--- config.mk ---
export PLATFORM = sky130hd
export DESIGN_NAME = mdu_seq
export DESIGN_NICKNAME = d
export VERILOG_FILES = /design/src/rtl/mdu_pkg.sv /design/src/rtl/mdu_iter_core.sv /design/src/rtl/mdu_seq.sv
export SDC_FILE = /design/constraint.sdc
export NUM_CORES = 1
export LEC_CHECK = 0
export CAP_MARGIN = 30
export CORE_ASPECT_RATIO = 0.8
export CORE_MARGIN = 1.5
export CORE_UTILIZATION = 55
export CTS_CLUSTER_DIAMETER = 200
export DETAILED_ROUTE_END_ITERATION = 10
export PLACE_DENSITY_LB_ADDON = 0.25
export SYNTH_ARGS = -nofsm -noshare
export SYNTH_HDL_FRONTEND = slang
export SYNTH_SLANG_ARGS = --single-unit
--- constraint.sdc ---
create_clock -name i_clk -period 4.9 [get_ports i_clk]
set_input_delay 0.735 -clock i_clk [delete_from_list [all_inputs] [get_ports i_clk]]
set_output_delay 0.735 -clock i_clk [all_outputs]
set_load 0.005 [all_outputs]
--- src/rtl/mdu_pkg.sv ---
// Shared definitions for the multiply/divide unit: MIPS funct codes and FSM states.
// Also imported by the control unit for MFHI/MFLO decode.
package mdu_pkg;

  localparam logic [5:0] FN_MFHI  = 6'b010000;
  localparam logic [5:0] FN_MTHI  = 6'b010001;
  localparam logic [5:0] FN_MFLO  = 6'b010010;
  localparam logic [5:0] FN_MTLO  = 6'b010011;
  localparam logic [5:0] FN_MULT  = 6'b011000;
  localparam logic [5:0] FN_MULTU = 6'b011001;
  localparam logic [5:0] FN_DIV   = 6'b011010;
  localparam logic [5:0] FN_DIVU  = 6'b011011;

  typedef enum logic [1:0] {
    ST_IDLE = 2'd0,
    ST_RUN  = 2'd1,
    ST_FIX  = 2'd2
  } mdu_state_e;

endpackage

--- src/rtl/mdu_iter_core.sv ---
// Iterative datapath: one shift-add (multiply) or restoring shift-subtract (divide)
// step per cycle on unsigned magnitudes. After N_BITS steps {o_hi,o_lo} = product or {rem,quot}.
module mdu_iter_core #(
  parameter int N_BITS = 32
) (
  input  logic              i_clk,
  input  logic              i_reset,
  input  logic              i_load,
  input  logic              i_step,
  input  logic              i_div,
  input  logic [N_BITS-1:0] i_x,
  input  logic [N_BITS-1:0] i_y,
  output logic [N_BITS-1:0] o_hi,
  output logic [N_BITS-1:0] o_lo,
  output logic              o_last
);

  localparam int CW = $clog2(N_BITS);

  logic [N_BITS:0]   hi_q, hi_d;
  logic [N_BITS-1:0] lo_q, lo_d;
  logic [N_BITS-1:0] y_q, y_d;
  logic              div_q, div_d;
  logic [CW-1:0]     cnt_q, cnt_d;
  logic [N_BITS:0]   sum_s;
  logic [N_BITS:0]   shl_s;
  logic [N_BITS+1:0] diff_s;

  // Next-state for the accumulator/remainder, quotient/multiplier and step counter.
  always_comb begin
    hi_d   = hi_q;
    lo_d   = lo_q;
    y_d    = y_q;
    div_d  = div_q;
    cnt_d  = cnt_q;
    sum_s  = hi_q + {1'b0, y_q};
    shl_s  = {hi_q[N_BITS-1:0], lo_q[N_BITS-1]};
    diff_s = {1'b0, shl_s} - {2'b00, y_q};
    if (i_load) begin
      hi_d  = '0;
      lo_d  = i_x;
      y_d   = i_y;
      div_d = i_div;
      cnt_d = '0;
    end else if (i_step) begin
      cnt_d = cnt_q + CW'(1);
      if (div_q) begin
        // Partial remainder stays below the divisor, so the top bit is a borrow only.
        if (!diff_s[N_BITS+1]) begin
          hi_d = diff_s[N_BITS:0];
          lo_d = {lo_q[N_BITS-2:0], 1'b1};
        end else begin
          hi_d = shl_s;
          lo_d = {lo_q[N_BITS-2:0], 1'b0};
        end
      end else begin
        if (lo_q[0]) begin
          hi_d = {1'b0, sum_s[N_BITS:1]};
          lo_d = {sum_s[0], lo_q[N_BITS-1:1]};
        end else begin
          hi_d = {1'b0, hi_q[N_BITS:1]};
          lo_d = {hi_q[0], lo_q[N_BITS-1:1]};
        end
      end
    end else begin
      cnt_d = cnt_q;
    end
  end

  // Datapath registers with synchronous reset.
  always_ff @(posedge i_clk) begin
    if (i_reset) begin
      hi_q  <= '0;
      lo_q  <= '0;
      y_q   <= '0;
      div_q <= 1'b0;
      cnt_q <= '0;
    end else begin
      hi_q  <= hi_d;
      lo_q  <= lo_d;
      y_q   <= y_d;
      div_q <= div_d;
      cnt_q <= cnt_d;
    end
  end

  assign o_hi   = hi_q[N_BITS-1:0];
  assign o_lo   = lo_q;
  assign o_last = (cnt_q == CW'(N_BITS - 1));

endmodule

--- src/rtl/mdu_seq.sv ---
// Sequential MIPS multiply/divide unit owning HI/LO: FSM, sign handling and
// result write-back around the iterative magnitude core.
module mdu_seq
  import mdu_pkg::*;
#(
  parameter int N_BITS = 32
) (
  input  logic              i_clk,
  input  logic              i_reset,
  input  logic              i_start,
  input  logic [5:0]        i_op,
  input  logic [N_BITS-1:0] i_a,
  input  logic [N_BITS-1:0] i_b,
  output logic              o_busy,
  output logic              o_done,
  output logic [N_BITS-1:0] o_hi,
  output logic [N_BITS-1:0] o_lo
);

  function automatic logic [N_BITS-1:0] mag(input logic [N_BITS-1:0] v, input logic neg);
    return neg ? -v : v;
  endfunction

  mdu_state_e        state_q, state_d;
  logic [N_BITS-1:0] hi_q, hi_d, lo_q, lo_d, a_q, a_d;
  logic              done_q, done_d, busy_q, busy_d;
  logic              div_q, div_d, neg_q, neg_d, rneg_q, rneg_d, div0_q, div0_d;

  logic                load_s, step_s, sa_s, sb_s;
  logic [N_BITS-1:0]   mag_a_s, mag_b_s, x_s, y_s, core_hi_s, core_lo_s, q_s, r_s;
  logic [2*N_BITS-1:0] prod_s;
  logic                core_last_s;

  mdu_iter_core #(.N_BITS(N_BITS)) u_core (
    .i_clk   (i_clk),
    .i_reset (i_reset),
    .i_load  (load_s),
    .i_step  (step_s),
    .i_div   (i_op[1]),
    .i_x     (x_s),
    .i_y     (y_s),
    .o_hi    (core_hi_s),
    .o_lo    (core_lo_s),
    .o_last  (core_last_s)
  );

  // FSM next-state, operand conditioning, sign correction and HI/LO write-back.
  always_comb begin
    state_d = state_q;
    hi_d    = hi_q;
    lo_d    = lo_q;
    a_d     = a_q;
    div_d   = div_q;
    neg_d   = neg_q;
    rneg_d  = rneg_q;
    div0_d  = div0_q;
    done_d  = 1'b0;
    load_s  = 1'b0;
    step_s  = 1'b0;
    // Funct bit 0 clear means the signed variant (MULT/DIV).
    sa_s    = ~i_op[0] & i_a[N_BITS-1];
    sb_s    = ~i_op[0] & i_b[N_BITS-1];
    mag_a_s = mag(i_a, sa_s);
    mag_b_s = mag(i_b, sb_s);
    x_s     = i_op[1] ? mag_a_s : mag_b_s;
    y_s     = i_op[1] ? mag_b_s : mag_a_s;
    prod_s  = neg_q ? -{core_hi_s, core_lo_s} : {core_hi_s, core_lo_s};
    q_s     = neg_q ? -core_lo_s : core_lo_s;
    r_s     = rneg_q ? -core_hi_s : core_hi_s;
    case (state_q)
      ST_IDLE: begin
        if (i_start) begin
          case (i_op)
            FN_MTHI: hi_d = i_a;
            FN_MTLO: lo_d = i_a;
            FN_MULT, FN_MULTU, FN_DIV, FN_DIVU: begin
              load_s  = 1'b1;
              state_d = ST_RUN;
              div_d   = i_op[1];
              neg_d   = sa_s ^ sb_s;
              rneg_d  = sa_s;
              div0_d  = (i_b == '0);
              a_d     = i_a;
            end
            default: state_d = ST_IDLE;
          endcase
        end else begin
          state_d = ST_IDLE;
        end
      end
      ST_RUN: begin
        step_s = 1'b1;
        if (core_last_s) begin
          state_d = ST_FIX;
        end else begin
          state_d = ST_RUN;
        end
      end
      ST_FIX: begin
        state_d = ST_IDLE;
        done_d  = 1'b1;
        if (div_q) begin
          if (div0_q) begin
            lo_d = {N_BITS{1'b1}};
            hi_d = a_q;
          end else begin
            lo_d = q_s;
            hi_d = r_s;
          end
        end else begin
          hi_d = prod_s[2*N_BITS-1:N_BITS];
          lo_d = prod_s[N_BITS-1:0];
        end
      end
      default: state_d = ST_IDLE;
    endcase
    busy_d = (state_d != ST_IDLE);
  end

  // Control and architectural registers with synchronous reset.
  always_ff @(posedge i_clk) begin
    if (i_reset) begin
      state_q <= ST_IDLE;
      hi_q    <= '0;
      lo_q    <= '0;
      a_q     <= '0;
      div_q   <= 1'b0;
      neg_q   <= 1'b0;
      rneg_q  <= 1'b0;
      div0_q  <= 1'b0;
      done_q  <= 1'b0;
      busy_q  <= 1'b0;
    end else begin
      state_q <= state_d;
      hi_q    <= hi_d;
      lo_q    <= lo_d;
      a_q     <= a_d;
      div_q   <= div_d;
      neg_q   <= neg_d;
      rneg_q  <= rneg_d;
      div0_q  <= div0_d;
      done_q  <= done_d;
      busy_q  <= busy_d;
    end
  end

  assign o_busy = busy_q;
  assign o_done = done_q;
  assign o_hi   = hi_q;
  assign o_lo   = lo_q;

endmodule
[Word level (Yosys, flattened, before mapping)]
Index checks and enable logic that the tools add are counted.
Word-level totals
  output and inout port bits: 66
  register bits: 207
  logic and storage cells: 84
Operators by class
  bitwise operators: 4
  reductions and logical operators: 11
  add/subtract/negate cells: 8
  eq/ne operators: 12
  multiplexer cells: 34
Operator list (number)
  2-to-1 mux 32 bit: 19
  negation 32 bit: 4
  case mux 32 bit (2 select lines): 2
  2-to-1 mux 33 bit: 2
  2-to-1 mux 64 bit: 1
  negation 64 bit: 1
  == test 6 x 5 -> 1 bit, second input constant: 6
  subtractor 33 x 32 -> 34 bit: 1
  adder 33 x 32 -> 33 bit: 1
  zero test 32 bit: 1
  AND reduction 3 bit: 3
  case mux 2 bit (2 select lines): 2
  2-to-1 mux 1 bit: 6
  nonzero test 2 bit: 3
  adder 5 x 1 -> 5 bit, second input constant: 1
  == test 5 bit, second input constant: 1
  2-to-1 mux 2 bit: 2
  inequality test 2 x 1 -> 1 bit, second input constant: 2
  OR reduction 2 bit: 2
  OR reduction 4 bit: 1
  AND 1 bit: 2
  == test 2 x 1 -> 1 bit, second input constant: 1
  == test 2 bit, second input constant: 1
  zero test 2 bit: 1
  other kinds (3): 3

[Depth between registers and ports, before layout]
  word-level depth: 6
  mapped depth: 13

[Modules after synthesis]
From an unflattened synthesis, not the netlist that was laid out.
Unflattened totals
  cells, all modules: 2399
  area, all modules: 17987.3 µm²
By module, submodules not included
  mdu_seq: cells an instance 1280, area each 9305.2 µm², times used 1
  mdu_iter_core: cells an instance 1119, area each 8682.1 µm², times used 1

[Worst setup path before layout]
No wires, ideal clock.
  path type: flip-flop to flip-flop
  start point: reg u_core.lo_q[0], in the netlist u_core.o_lo[0]
  end point: reg hi_q[8], in the netlist o_hi[8]
  setup slack: 1.403 ns
  buffers on the path: 2
  data arrival time: 3.370 ns
  stages on the path, launching flop included: 14
  setup time: 0.128 ns
  clock period less this slack: 3.497 ns
  path through: dfxtp_1 -> clkbuf_1 -> inv_2 -> clkbuf_1 -> ha_1 -> nor3b_1 -> nand3_1 -> or2_4 -> or4_4 -> or2_4 -> nor2_1 -> mux2_1 -> a221oi_1 -> nor2_1
On the way
  cells in the longest elaborated chain, start to end: 4
Ends and longest elaborated chain
  start, declared: line mdu_iter_core.sv:21  | logic [N_BITS-1:0] lo_q, lo_d;
  start signal, assigned: line mdu_iter_core.sv:80  | lo_q <= lo_d;
  negation 64 bit: line mdu_seq.sv:67  | prod_s = neg_q ? -{core_hi_s, core_lo_s} : {core_hi_s, core_lo_s};
  2-to-1 mux 64 bit: line mdu_seq.sv:67
  2-to-1 mux 32 bit: line mdu_seq.sv:102  | if (div_q) begin
  case mux 32 bit (2 select lines): line mdu_seq.sv:70  | case (state_q)
  end signal, assigned: line mdu_seq.sv:135  | hi_q <= hi_d;
  end, declared: line mdu_seq.sv:25  | logic [N_BITS-1:0] hi_q, hi_d, lo_q, lo_d, a_q, a_d;
No other way between the ends.
A chain may end at the register's enable or synchronous reset.

[Final worst setup path]
  start point: reg u_core.hi_q[0]
  end point: reg u_core.hi_q[29]
On the way
  cells in the longest elaborated chain, start to end: 3
Ends and longest elaborated chain
  start, declared: line mdu_iter_core.sv:20  | logic [N_BITS:0] hi_q, hi_d;
  start signal, assigned: line mdu_iter_core.sv:79  | hi_q <= hi_d;
  adder 33 x 32 -> 33 bit / subtractor 33 x 32 -> 34 bit (equally long branches): line mdu_iter_core.sv:36, mdu_iter_core.sv:38
  2-to-1 mux 32 bit / 2-to-1 mux 33 bit (equally long branches): line mdu_iter_core.sv:57, mdu_iter_core.sv:49
  2-to-1 mux 33 bit *: line mdu_iter_core.sv:47  | if (div_q) begin
Mark *: on every way between the ends. The rest lies on a longest branch, timed or not.

==> flow_summary.json <==
{
  "status": "complete, no violations",
  "fin_crit_ns": 3.82,
  "area_of_the_multi_input_gates_um2": 11900,
  "synth_seq_area_share": 0.242,
  "hold_buffers": 0,
  "detail_route.drc_violations": 0,
  "power.static_leakage_nw": 7.11,
  "cts_max_level": 1,
  "post_synth_xor_area_fraction": 0.101,
  "largest_net_degree_at_the_start_of_global_routing": 60,
  "rows": 57,
  "avgViaCountPerCell": 6.70,
  "synth-adder-area-share": 0.0538,
  "rsz0062_at_grt": "no",
  "slowest_stage_cell_on_the_critical_path": "o311ai_0",
  "drt_first_iter_violations": 2396,
  "cts-buffers-inserted": 24,
  "detailedRoute.firstPassIterationCount": 8,
  "pwr_density_cell_nw_per_um2": 232,
  "nFillCells": 2741,
  "drt-total-wl_um": 67800,
  "yosys.area_share.simple": 0.201,
  "synth_largest_area_cell": "dfxtp_1",
  "timing.clock.skew_ns": 0.0347,
  "cts_setup_buffers": 0,
  "min_delay_path_depth": 2,
  "first_global_vias": 16998,
  "width_of_the_die_um": 200,
  "routed-via-count": 18596,
  "critical_path_required_ns": 5.36,
  "synth_flop_cell": "dfxtp_1",
  "max_slew_margin": 0.288,
  "synthTopCellsByArea": "dfxtp_1 24%, a21oi_1 7.1%, nand2_1 6.5%",
  "synth.distinct_cells": 87,
  "criticalPathCategory": "flip-flop to flip-flop",
  "count_of_input_and_output_buffers": 138,
  "muxShareOfSynthArea": 0.0626,
  "wl_met2_um": 27900,
  "cts_root_buf": "clkbuf_16",
  "worst_path_maximum_fanout": 9,
  "drive_gt1_frac": 0.0669,
  "synth.avg_cell_area_um2": 7.35,
  "fmax_ghz": 0.262,
  "wl_per_cell_um": 24.4,
  "tightestPinTransition_ns": 1.07,
  "clock_insertion_delay_at_the_later_pin_of_the_skew_report_ns": 0.56,
  "post_cts.resized_instances": 0,
  "ir_drop_mv": 0.235,
  "grtUsageTotal": 0.416,
  "area.sequential_um2": 4130,
  "synth_async_sr_flop_share": 0,
  "dp.final_hpwl_um": 50900,
  "crit_path_frequent_cell": "buf_4",
  "number_of_enable_type_register_cells_in_the_synthesized_netlist": 0,
  "worst-endpoint-arrival_ns": 4.28,
  "area_growth_syn_to_layout_pct": 14.3,
  "fin_crit_sh": 0.779,
  "p_total_w": 0.00452,
  "synth_seq_cells": 206,
  "clock_tree_from_tritoncts": "done",
  "insertedDiodeCount": 0,
  "final.setup.tns_ns": 0,
  "startpoint_type": "flip-flop",
  "cap_viol_max_count": 0,
  "timing.critical_path.cells": "ha_1, fa_1, a21oi_1, o211ai_1, a22oi_1, buf_4, a31oi_1, o41ai_1, buf_4, o311ai_0, a21boi_0, xor2_1, a221oi_1",
  "reg2regPathDepth": 13,
  "end_kind": "flip-flop",
  "synth-compound-area-share": 0.281,
  "globalplace.congestion": 0.977,
  "die_h_um": 160,
  "synth_top_family_by_area": "compound AO/OA/AOI/OAI gates",
  "hold_path.class": "flip-flop to flip-flop",
  "met1_length_um": 28300,
  "synthesized_nets": 2462,
  "grt_total_ovfl": 0,
  "maxUsedRoutingLayer": "met4",
  "setup_viol": 0,
  "timing_max_transition_violations_final": 0,
  "max_stage_delay_ns": 0.62,
  "route.met3.wl_um": 9260,
  "synth_most_common_cell": "nand2_1",
  "synthDominantCellAreaShare": 0.242,
  "clk_pin_slew_ns": 0.07,
  "antenna_found_initial": 0,
  "grt_first_pass_wirelength_um": 102000,
  "fp.dieArea_um2": 32000,
  "postRouteAntennaNets": 0,
  "clock-sinks": 206,
  "yosysWarnings": 0,
  "hold_violations": 0,
  "syn_inst": 2317,
  "yosys-top-cells-count": "294 x nand2_1, 242 x a21oi_1, 206 x dfxtp_1",
  "design.portCount": 139,
  "initial_standard_cell_utilization_of_the_core": 0.560,
  "layout.nets": 2489,
  "core_region_area_um2": 30400,
  "mappedNetlistArea_um2": 17000,
  "ctsLongestPathBuffers": 3
}
## cell usage in the layout, fill, tap and decap left out, types with 7 or more instances in the layout
cell type / n
nand2_1: 294
a21oi_1: 241
dfxtp_1: 203
nor2_1: 180
o21ai_0: 136
clkdlybuf4s50_1: 136
xor2_1: 99
xnor2_1: 97
mux2i_1: 93
o211ai_1: 70
ha_1: 70
buf_4: 62
inv_1: 57
nand3_1: 50
nor3_1: 46
a221oi_1: 36
o31ai_1: 34
a211oi_1: 34
a21o_1: 33
clkbuf_16: 25
and3_1: 23
nor2b_1: 20
a31oi_1: 19
or4_1: 16
nand2b_1: 15
nor4_1: 14
or3_1: 14
o22ai_1: 13
nand4_1: 13
a22oi_1: 13
o41ai_1: 13
and2_1: 11
a311oi_1: 11
mux2_2: 10
o21a_1: 7
or2_2: 7
a221o_1: 7
## cells by family after synthesis
family	after synthesis
adder cells (fa/ha/maj)	72
XOR/XNOR	196
multiplexers	105
buffers and inverters	260
flip-flops	206
AO/OA/AOI/OAI	740
AND/OR/NAND/NOR	738
## metrics by stage
step / cell area [µm²] / hold WS (ns) / setup slack [ns] / util / instances
2_1_floorplan: 17000 / 0.431 / 1.40 / - / 2317
3_3_place_gp: 18600 / 0.437 / 1.07 / 0.613 / 2729
3_5_place_dp: 18700 / 0.444 / 1.00 / 0.614 / 2731
4_1_cts: 19500 / 0.457 / 1.22 / 0.640 / 2775
5_1_grt: 19500 / 0.469 / 0.907 / 0.640 / 2775
6_report: 19500 / 0.455 / 1.08 / 0.640 / 2775
## final timing paths
kind	from	endpoint	slack, ns
worst max-delay path	u_core.hi_q[0]	u_core.hi_q[29]	1.08
worst min-delay path	a_q[0]	a_q[0]	0.46
worst max register to register	u_core.hi_q[0]	u_core.hi_q[29]	1.08
worst min register to register	a_q[0]	a_q[0]	0.46
## area by class of cell
cell class              instances  area share
flip-flops and latches        206       0.212
clock inverters                13     0.00572
clock buffers                  31      0.0354
multi-input cells            1851       0.613
well taps                     413      0.0266
inverters                      60      0.0116
repair buffers                201      0.0955
## power by group
group / leakage [nW] / internal [W] / switching, W
Clock: 0.398 / 0.00105 / 0.000797
Combinational: 5.05 / 0.000328 / 0.000614
Sequential: 1.66 / 0.00169 / 0.0000347
Total: 7.11 / 0.00307 / 0.00145
## registers in the layout (all words and copies together) (netlist names)
register / count
state_q: 2
neg_q: 1
div0_q: 1
o_busy: 1
o_hi: 32
u_core.hi_q: 33
div_q: 1
u_core.cnt_q: 5
o_lo: 32
rneg_q: 1
a_q: 32
u_core.o_lo: 32
u_core.y_q: 32
o_done: 1
## routing by layer
layer / up-vias / global-route usage
met5: - / 0
met4: 0 / 0.143
met3: 154 / 0.109
met2: 1239 / 0.592
met1: 8771 / 0.600
li1: 8432 / -
## critical path: cells and delay by family (launching register included)
family	cells	cell delay, ns
XOR/XNOR	1	0.18
adder cells (fa/ha/maj)	2	0.52
flip-flops	1	0.59
AO/OA/AOI/OAI	8	2.12
buffers and inverters	2	0.34
Note: power is estimated with default switching activity, not from simulation.
